**config.mk**
```make
export PLATFORM = sky130hd
export DESIGN_NAME = adc_frame_scheduler_flat
export DESIGN_NICKNAME = d
export VERILOG_FILES = /design/src/rtl/adc_frame_scheduler_if.sv /design/src/rtl/adc_frame_scheduler.sv /design/src/flat_wrapper.sv
export SDC_FILE = /design/constraint.sdc
export NUM_CORES = 1
export LEC_CHECK = 0
export ABC_CLOCK_PERIOD_IN_PS = 6900
export BUFFER_PORTS_ARGS = -buffer_cell sky130_fd_sc_hd__buf_2
export CAP_MARGIN = 20
export CORE_ASPECT_RATIO = 1.5
export CORE_MARGIN = 2
export CORE_UTILIZATION = 40
export DETAILED_ROUTE_END_ITERATION = 6
export HOLD_SLACK_MARGIN = 0.06
export PLACE_DENSITY_LB_ADDON = 0.3
export SLEW_MARGIN = 20
export SYNTH_ARGS = -nofsm -noshare
export SYNTH_HDL_FRONTEND = slang
export SYNTH_SLANG_ARGS = --single-unit
```
**constraint.sdc**
```tcl
create_clock -name clk -period 6.9 [get_ports clk]
set_input_delay 0.345 -clock clk [delete_from_list [all_inputs] [get_ports clk]]
set_output_delay 0.345 -clock clk [all_outputs]
set_load 0.005 [all_outputs]
```
**src/rtl/adc_frame_scheduler_if.sv**
```systemverilog
// Frame output stream from the ADC frame scheduler to its sink.
// A beat moves on a rising edge with tvalid & tready; once tvalid is high it stays high, with tdata/tlast frozen, until that beat moves.
interface adc_frame_scheduler_if;
    logic [127:0] tdata;
    logic         tvalid;
    logic         tlast;
    logic         tready;

    modport master (output tdata, output tvalid, output tlast, input tready);
    modport slave  (input tdata, input tvalid, input tlast, output tready);
endinterface

```
**src/rtl/adc_frame_scheduler.sv**
```systemverilog
// Collects one 32-bit sample from every enabled I2S channel using round-robin grants.
// Each complete frame leaves as two 128-bit beats; a timeout zero-fills channels that never report.
module adc_frame_scheduler #(
    parameter int unsigned TIMEOUT = 255
) (
    input  logic                         clk,
    input  logic                         rst,
    input  logic                         start,
    input  logic [7:0]                   ch_en,
    input  logic [255:0]                 data,
    input  logic [7:0]                   flag_in,
    output logic [7:0]                   flag_out,
    adc_frame_scheduler_if.master        S_AXIS,
    output logic [15:0]                  miss_cnt,
    output logic                         busy,
    output logic [1:0]                   dbg_state
);

    typedef enum logic [1:0] {IDLE = 2'd0, COLLECT = 2'd1, SEND0 = 2'd2, SEND1 = 2'd3} state_e;

    localparam logic [15:0] TIMEOUT_M1 = 16'(TIMEOUT - 1);

    state_e         state_q, state_d;
    logic [7:0]     en_q, en_d;
    logic [7:0]     got_q, got_d;
    logic [255:0]   slot_q, slot_d;
    logic [2:0]     rr_q, rr_d;
    logic [15:0]    timer_q, timer_d;
    logic [7:0]     flag_out_q, flag_out_d;
    logic [127:0]   tdata_q, tdata_d;
    logic           tvalid_q, tvalid_d;
    logic           tlast_q, tlast_d;
    logic [15:0]    miss_q, miss_d;
    logic           busy_q, busy_d;

    logic [7:0]     elig;
    logic           grant_found;
    logic [2:0]     grant_idx;
    logic [2:0]     cand;
    logic [16:0]    miss_sum;
    logic           latch;

    assign elig = flag_in & en_q & ~got_q;

    always_comb begin
        state_d     = state_q;
        en_d        = en_q;
        got_d       = got_q;
        slot_d      = slot_q;
        rr_d        = rr_q;
        timer_d     = timer_q;
        flag_out_d  = 8'h00;
        tdata_d     = tdata_q;
        tvalid_d    = tvalid_q;
        tlast_d     = tlast_q;
        miss_d      = miss_q;
        latch       = 1'b0;
        grant_found = 1'b0;
        grant_idx   = 3'd0;
        cand        = 3'd0;
        miss_sum    = {1'b0, miss_q} + 17'($countones(en_q & ~got_q));

        // Scan starts at the round-robin pointer and wraps modulo 8.
        for (int j = 0; j < 8; j++) begin
            cand = rr_q + 3'(j);
            if (!grant_found && elig[cand]) begin
                grant_found = 1'b1;
                grant_idx   = cand;
            end
        end

        case (state_q)
            IDLE: begin
                if (start && (ch_en != 8'h00)) begin
                    latch   = 1'b1;
                    state_d = COLLECT;
                end
            end
            COLLECT: begin
                if (!start) begin
                    state_d = IDLE;
                    got_d   = 8'h00;
                end else if ((got_q != 8'h00) && (timer_q == TIMEOUT_M1)) begin
                    miss_d   = miss_sum[16] ? 16'hFFFF : miss_sum[15:0];
                    state_d  = SEND0;
                    tvalid_d = 1'b1;
                    tlast_d  = 1'b0;
                    tdata_d  = slot_q[127:0];
                end else begin
                    if (got_q != 8'h00) begin
                        timer_d = timer_q + 16'd1;
                    end
                    if (grant_found) begin
                        slot_d[{grant_idx, 5'd0} +: 32] = data[{grant_idx, 5'd0} +: 32];
                        got_d[grant_idx]      = 1'b1;
                        flag_out_d[grant_idx] = 1'b1;
                        rr_d                  = grant_idx + 3'd1;
                    end
                    // The beat is loaded from slot_d so the final capture lands in it without a wait cycle.
                    if (got_d == en_q) begin
                        state_d  = SEND0;
                        tvalid_d = 1'b1;
                        tlast_d  = 1'b0;
                        tdata_d  = slot_d[127:0];
                    end
                end
            end
            SEND0: begin
                if (S_AXIS.tready) begin
                    state_d = SEND1;
                    tdata_d = slot_q[255:128];
                    tlast_d = 1'b1;
                end
            end
            SEND1: begin
                if (S_AXIS.tready) begin
                    tvalid_d = 1'b0;
                    tlast_d  = 1'b0;
                    tdata_d  = 128'h0;
                    if (start && (ch_en != 8'h00)) begin
                        latch   = 1'b1;
                        state_d = COLLECT;
                    end else begin
                        state_d = IDLE;
                    end
                end
            end
            default: state_d = IDLE;
        endcase

        if (latch) begin
            en_d    = ch_en;
            got_d   = 8'h00;
            slot_d  = 256'h0;
            timer_d = 16'h0;
        end

        busy_d = (state_d != IDLE);
    end

    always_ff @(posedge clk or negedge rst) begin
        if (!rst) begin
            state_q    <= IDLE;
            en_q       <= 8'h00;
            got_q      <= 8'h00;
            slot_q     <= 256'h0;
            rr_q       <= 3'd0;
            timer_q    <= 16'h0;
            flag_out_q <= 8'h00;
            tdata_q    <= 128'h0;
            tvalid_q   <= 1'b0;
            tlast_q    <= 1'b0;
            miss_q     <= 16'h0;
            busy_q     <= 1'b0;
        end else begin
            state_q    <= state_d;
            en_q       <= en_d;
            got_q      <= got_d;
            slot_q     <= slot_d;
            rr_q       <= rr_d;
            timer_q    <= timer_d;
            flag_out_q <= flag_out_d;
            tdata_q    <= tdata_d;
            tvalid_q   <= tvalid_d;
            tlast_q    <= tlast_d;
            miss_q     <= miss_d;
            busy_q     <= busy_d;
        end
    end

    assign flag_out      = flag_out_q;
    assign S_AXIS.tdata  = tdata_q;
    assign S_AXIS.tvalid = tvalid_q;
    assign S_AXIS.tlast  = tlast_q;
    assign miss_cnt      = miss_q;
    assign busy          = busy_q;
    assign dbg_state     = state_q;

endmodule

```
**src/flat_wrapper.sv**
```systemverilog
// flat-port wrapper written by rule: the top's interface ports become plain ports
module adc_frame_scheduler_flat 
#(
    parameter int unsigned TIMEOUT = 255
)
  (clk, rst, start, ch_en, data, flag_in, flag_out, miss_cnt, busy, dbg_state, S_AXIS_tdata, S_AXIS_tvalid, S_AXIS_tlast, S_AXIS_tready);
  adc_frame_scheduler_if S_AXIS_i ();
  input  logic clk;
  input  logic rst;
  input  logic start;
  input  logic [7:0] ch_en;
  input  logic [255:0] data;
  input  logic [7:0] flag_in;
  output logic [7:0] flag_out;
  output logic [15:0] miss_cnt;
  output logic busy;
  output logic [1:0] dbg_state;
  output wire logic [$bits(S_AXIS_i.tdata)-1:0] S_AXIS_tdata;
  output wire logic [$bits(S_AXIS_i.tvalid)-1:0] S_AXIS_tvalid;
  output wire logic [$bits(S_AXIS_i.tlast)-1:0] S_AXIS_tlast;
  input wire logic [$bits(S_AXIS_i.tready)-1:0] S_AXIS_tready;
  assign S_AXIS_tdata = S_AXIS_i.tdata;
  assign S_AXIS_tvalid = S_AXIS_i.tvalid;
  assign S_AXIS_tlast = S_AXIS_i.tlast;
  assign S_AXIS_i.tready = S_AXIS_tready;
  adc_frame_scheduler #(.TIMEOUT(TIMEOUT)) u_core (.clk(clk), .rst(rst), .start(start), .ch_en(ch_en), .data(data), .flag_in(flag_in), .flag_out(flag_out), .S_AXIS(S_AXIS_i), .miss_cnt(miss_cnt), .busy(busy), .dbg_state(dbg_state));
endmodule
```
==> metrics.txt, run 1 <==
status finished, violations left; failing checks DRC; largest family of logic cells by synthesized area compound AO/OA/AOI/OAI gates; pre-CTS setup slack 1.02 ns; RSZ-0062 raised after global routing false; TritonCTS buffer count 44; TritonCTS clock tree built; crit end category flip-flop; Critical Path RT 7.34 ns; max-capacitance violation count 0; Clock Pin Slew Worst Setup and Hold Paths 0.07 ns; Worst EP arrival 6.42 ns; worst setup margin 0.915 ns; Fmax 167 MHz; buffers added on ports 432; synthesized cell area 0.0235 sq mm; Min-Delay Path Class input port to flip-flop; CTS H-tree depth 2; initial antenna violation count 3; Synth Area in Simple Gates 0.112; Detail Placement HPWL 61200 microns; critical path class flip-flop to flip-flop; Final Hold Fails 0; Least-Margin Pin Slew 1.17 ns; Core Area 0.0580 sq mm; synth top area cells dfrtp_1 48%, mux2_4 4.7%, nand2_1 4.7%; Clock Tree Root clkbuf_16; multiplexer share of the synthesized area 0.109; Slew HR 0.220; total number of vias 20800; Finished Cell Area 0.0281 sq mm; Synth cell types 81; area leader, netlist dfrtp_1; CP peak stage delay 0.58 ns; Starting Density 0.405; crit path cell chain inv_1 > ha_1 > inv_2 > mux4_2 > mux2i_1 > o21ai_0 > a32o_1 > a32oi_1 > nand2_4 > clkinv_2 > buf_12 > nand3_2 > o22ai_1 > and3_1 > a41oi_4 > buf_12 > mux2_1; Slew Viols, Final 0; die area 0.0607 sq mm; 1st-iter DRT viols 2123; hold_buf cts 9; period utilization 0.867; clock net sink count 448; number of vias per cell 6.01; Layout Utilization 0.485; final WL 87100 microns; Synthesized Nets 2598; DIE WIDTH 202 microns; Synth-to-Final Area Change 19.9%; Row Count 108; final setup violating endpoints 0; Yosys top cell area share 0.478; postcts setup bufs 0; clk_skew 0.0284 ns; nets 2963; Max clock buf depth 3; drt drc 5; Crit path buffers/inverters 5; register area share after synthesis 0.478; Mean Syn Cell Area 10.2 sq um; DRT antenna net count 0; largest net degree at the start of global routing 183; Synth async-reset ratio 1.00; crit path time final 5.99 ns; global-route wire length before repair 131000 microns; GRT Total Usage 0.280; Gate Count Post-Synth 2294; Synth Flop Type dfrtp_1; post-placement cell area 0.0266 sq mm; die span in y 301 microns; largest delay contributor family on the critical path multiplexers; CP max-delay cell mux4_2; Startpoint Class flip-flop; post_cts resized 0; Routed WL per cell 25.2 microns; Compound-Gate Fraction of Synth Area 0.224; Post-Synth Adder-Cell Area 0.0168; yosys warns 0; Max FO, Critical Path 88; total grt overflow 0; vias in the first global route 21200; xor-xnor portion of the synthesized cell area 0.00928; drt first pass iters 7; cell mode on critical path buf_12; Setup TNS 0 ns; share of cells above drive strength 1 0.272; register bit total from synthesis 448; clk_lat worst skew 0.58 ns; GP Congestion 0.926; Post-synth EDFFs 0; IO Count 433
-- per-layer routing --
| metal | track usage | up-vias | share of wire |
|---|---|---|---|
| met5 | 0 | - | 0 |
| met3 | 0.0470 | 176 | 0.069 |
| li1 | - | 9175 | - |
| met2 | 0.477 | 900 | 0.49 |
| met4 | 0.123 | 0 | 0.042 |
| met1 | 0.351 | 10600 | 0.39 |
-- worst register-to-register path: stages (launching register included) --
cell and delay [ns]:
dfrtp_1 0.37, inv_1 0.40, ha_1 0.52, inv_2 0.25, mux4_2 0.58, mux2i_1 0.39
o21ai_0 0.17, a32o_1 0.23, a32oi_1 0.30, nand2_4 0.11, clkinv_2 0.22, buf_12 0.32
nand3_2 0.29, o22ai_1 0.26, and3_1 0.24, a41oi_4 0.13, buf_12 0.23, mux2_1 0.84
-- final timing paths --
path / from / endpoint / slack (ns) / cells past startpoint
setup / recovery: u_core.rr_q[0] / u_core.S_AXIS.tdata[7] / 0.91 / 17
hold / removal: S_AXIS_tready / u_core.S_AXIS.tvalid / 0.15 / 4
setup reg to reg: u_core.rr_q[0] / u_core.S_AXIS.tdata[7] / 0.91 / 17
hold reg to reg: u_core.slot_q[70] / u_core.slot_q[70] / 0.48 / 2
max in group asynchronous: rst / u_core.slot_q[29] / 4.92 / 3
min in group asynchronous: rst / u_core.S_AXIS.tdata[83] / 0.39 / 2
-- cells in the mapped netlist (8+ instances only) --
master     instances
buf_2             52
xor2_1            15
mux2i_1           79
dfrtp_1          448
and2_1            11
o221ai_1          11
nor2b_1           14
o21ai_0          181
and3b_1            8
mux2_4            74
o32ai_1           36
nor3_1            33
o32a_1             9
nand3b_1           8
ha_1              22
inv_1             60
a21oi_1          119
nor2_1           104
and3_1            13
o21a_1            31
buf_6             10
a31oi_1           26
nand3_1           21
mux4_2             9
o211ai_1          18
nand2_1          296
mux2_2            22
a222oi_1          36
clkbuf_1         127
mux2_1            19
xnor2_1            8
a2bb2oi_1         16
a32oi_1           15
o22ai_1           10
o31ai_1           17
a221o_1            9
or3_1             17
a22oi_1           58
a22o_1           103
-- layout by cell type, fill, tap and decap left out, types with 36 or more instances in the layout --
cell       synthesis  routed
dfrtp_1          448     448
buf_2             52     431
nand2_1          296     295
o21ai_0          181     181
a21oi_1          119     116
nor2_1           104     103
a22o_1           103     103
mux2i_1           79      79
mux2_4            74      74
buf_4              7      72
inv_1             60      60
a22oi_1           58      58
clkbuf_16          0      44
o32ai_1           36      36
a222oi_1          36      36
-- final cells by class --
class                   instances  area [sq um]
diodes                          3          7.51
flip-flops and latches        448         11200
well taps                     770           963
clock buffers                  55          1190
fillers                      5288         29800
repair buffers                522          2990
multi-input cells            1578         11300
clock inverters                20           255
inverters                      65           248
-- per-stage QoR --
stage | hold slack, ns | cells
5_1_grt | 0.154 | 3461
3_3_place_gp | 0.439 | 3372
6_report | 0.149 | 3461
2_1_floorplan | 0.0494 | 2294
4_1_cts | 0.123 | 3458
3_5_place_dp | 0.457 | 3374
-- logic make-up after synthesis --
logic type,Yosys count
xor+xnor,24
simple gates,576
flops,448
mux,203
fa+ha+maj,28
buf+inv,268
compound gates,747
-- sequential cells by signal, summed over array words and instances (netlist names) --
signal	count
u_core.S_AXIS.tdata	128
u_core.S_AXIS.tlast	1
u_core.S_AXIS.tvalid	1
u_core.busy	1
u_core.dbg_state	2
u_core.en_q	8
u_core.flag_out	8
u_core.got_q	8
u_core.miss_cnt	16
u_core.rr_q	3
u_core.slot_q	256
u_core.timer_q	16
Power of run 1 is not shown: default switching activity piles up to over one toggle a cycle in this logic, so the estimate is an artifact.
==> run 2: changes to the inputs <==
- BUFFER_PORTS_ARGS: -buffer_cell sky130_fd_sc_hd__buf_2 -> unset
- DONT_BUFFER_PORTS: unset -> 1
==> run 2 against run 1 <==
  * The flow finishes with violations (DRC, hold timing, slew limit)
  * Clock skew down 0.00064 ns
  * Global-route usage down 1.6 points
  * Routed wire length down 5.9%
  * Sequential cell count unchanged
  * Critical path type unchanged
  * First-iteration DRC count down 15%
==> metrics.txt, run 2 (synthesis gave the netlist of run 1 again) <==
FF-to-FF path depth 15 (-2); total number of vias 19100 (-8.1%); Critical Path Start u_core.rr_q[0]; buffers added on ports 0 (-100%); Starting Density 0.405 (unchanged); Routed WL per cell 26.8 microns (+6.7%); Fmax 176 MHz (+5.2%); number of vias per cell 6.26 (+4.2%); Slew Viols, Final 193 (+193); initial antenna violation count 6 (+3); drt drc 9 (+4); CP Capture Point u_core.S_AXIS.tdata[61]; max-capacitance violation count 0 (unchanged); Worst EP arrival 6.21 ns (-0.21 ns); number of stages on the worst setup path 15 (-2); max reg flops 256 (unchanged); hold_buf cts 9 (unchanged); post_cts resized 0 (unchanged); IO Count 433 (unchanged); GRT Total Usage 0.264 (-0.0158); Clock Tree Root clkbuf_16; Synth-to-Final Area Change 11.1%; RSZ-0062 raised after global routing false; failing checks DRC, hold timing, slew limit; total grt overflow 0 (unchanged); Critical Path RT 7.42 ns (+0.08 ns); crit end category flip-flop; CP max-delay cell a21oi_1; drt first pass iters 7 (unchanged); RR Endpoint u_core.S_AXIS.tdata[61]; Core Area 0.0580 sq mm (unchanged); r2r setup slk 1.21 ns (+0.29 ns); die area 0.0607 sq mm (unchanged); Detail Placement HPWL 57500 microns (-6.1%); DRT antenna net count 0 (unchanged); clock net sink count 448 (unchanged); critical path class flip-flop to flip-flop; status finished, violations left; Clock Pin Slew Worst Setup and Hold Paths 0.07 ns (about the same); clk_lat worst skew 0.58 ns (about the same); postcts setup bufs 0 (unchanged); Setup TNS 0 ns (unchanged); Layout Utilization 0.450 (-0.0354); nets 2550 (-14%); crit path time final 5.69 ns (-0.294 ns); crit path cell chain inv_1 > ha_1 > buf_4 > mux2_2 > mux4_2 > nand2_1 > o32ai_1 > a21oi_1 > or3_2 > buf_4 > o32ai_1 > a2bb2oi_1 > o211ai_1 > o21ai_0 > mux2_4; Final Hold Fails 448 (+448); Crit path buffers/inverters 3 (-2); Placed Cells incl. Taps 2961 (-12%); 1st-iter DRT viols 1809 (-15%); most common cell after layout, fill and taps aside dfrtp_1; CTS H-tree depth 2 (unchanged); largest net degree at the start of global routing 449 (+150%); most frequent cells in the layout 448 x dfrtp_1, 295 x nand2_1, 181 x o21ai_0; Min-Delay Path Class input port to async pin; TritonCTS clock tree built; Max clock buf depth 3 (unchanged); Fin Hold WS -0.517 ns (-0.666 ns); TritonCTS buffer count 44 (unchanged); DIE WIDTH 202 microns (unchanged); share of cells above drive strength 1 0.138 (-0.134); period utilization 0.825 (-0.0425); Worst R2R Start u_core.rr_q[0]; final WL 81900 microns (-5.9%); largest delay contributor family on the critical path compound AO/OA/AOI/OAI gates; Startpoint Class flip-flop; Largest Register u_core.slot_q; Row Count 108 (unchanged); global-route wire length before repair 123000 microns (-5.9%); die span in y 301 microns (unchanged); vias in the first global route 19200 (-9.7%); clk_skew 0.0277 ns (-0.000637 ns); Least-Margin Pin Slew 1.73 ns (+0.560 ns); Finished Cell Area 0.0261 sq mm (-7.3%); Layout Cells excl Fill 3053 (-12%); Slew HR -0.154 (-0.373); final setup violating endpoints 0 (unchanged); CP peak stage delay 0.67 ns (+0.09 ns); post-placement cell area 0.0246 sq mm (-7.6%); Max FO, Critical Path 28 (-68%); GP Congestion 0.885 (-4.4%)
[run 2: cell count changes in the layout (fill, tap and decap cells not counted), moves of 2 or more]
cell,before,now
buf_12,7,9
buf_2,431,0
buf_4,72,91
buf_8,2,0
clkbuf_1,6,10
clkinv_2,10,8
clkinvlp_4,3,1
diode_2,3,7
[run 2: metal layers]
| metal | global-route usage | part of all wire | vias to the layer above |
|---|---|---|---|
| met3 | 0.0621 | 0.076 | 154 |
| met2 | 0.448 | 0.49 | 832 |
| met1 | 0.322 | 0.39 | 9795 |
| met5 | 0 | 0 | - |
| li1 | - | - | 8346 |
| met4 | 0.113 | 0.043 | 0 |
[run 2: metrics by stage]
stage                     hold slack, ns  setup WS [ns]
after global routing              -0.535          0.944
after detailed placement          0.0611           1.33
after floorplan                   0.0494           1.18
after global placement            0.0682           1.33
after CTS                         -0.556           1.26
final                             -0.517           1.21
[run 2: cell type report]
class                      count  area, sq um
fill                        5442        31900
multi-input combinational   1578        11300
sequential                   448        11200
clock buffer                  59         1210
tap                          770          963
timing repair buffer         109          953
inverter                      65          246
clock inverter                17          214
antenna                        7         17.5
[run 2: worst min-delay path by stage]
stage	to	cells after the start	slack, ns	startpoint
floorplan	u_core.S_AXIS.tdata[0]	0	0.05	rst
global placement	u_core.S_AXIS.tdata[116]	0	0.07	rst
detailed placement	u_core.S_AXIS.tdata[111]	0	0.06	rst
CTS	u_core.S_AXIS.tdata[101]	0	-0.56	rst
global route	u_core.S_AXIS.tdata[116]	0	-0.54	rst
finish	u_core.S_AXIS.tdata[115]	0	-0.52	rst
Power of run 2 is left out for the same reason.
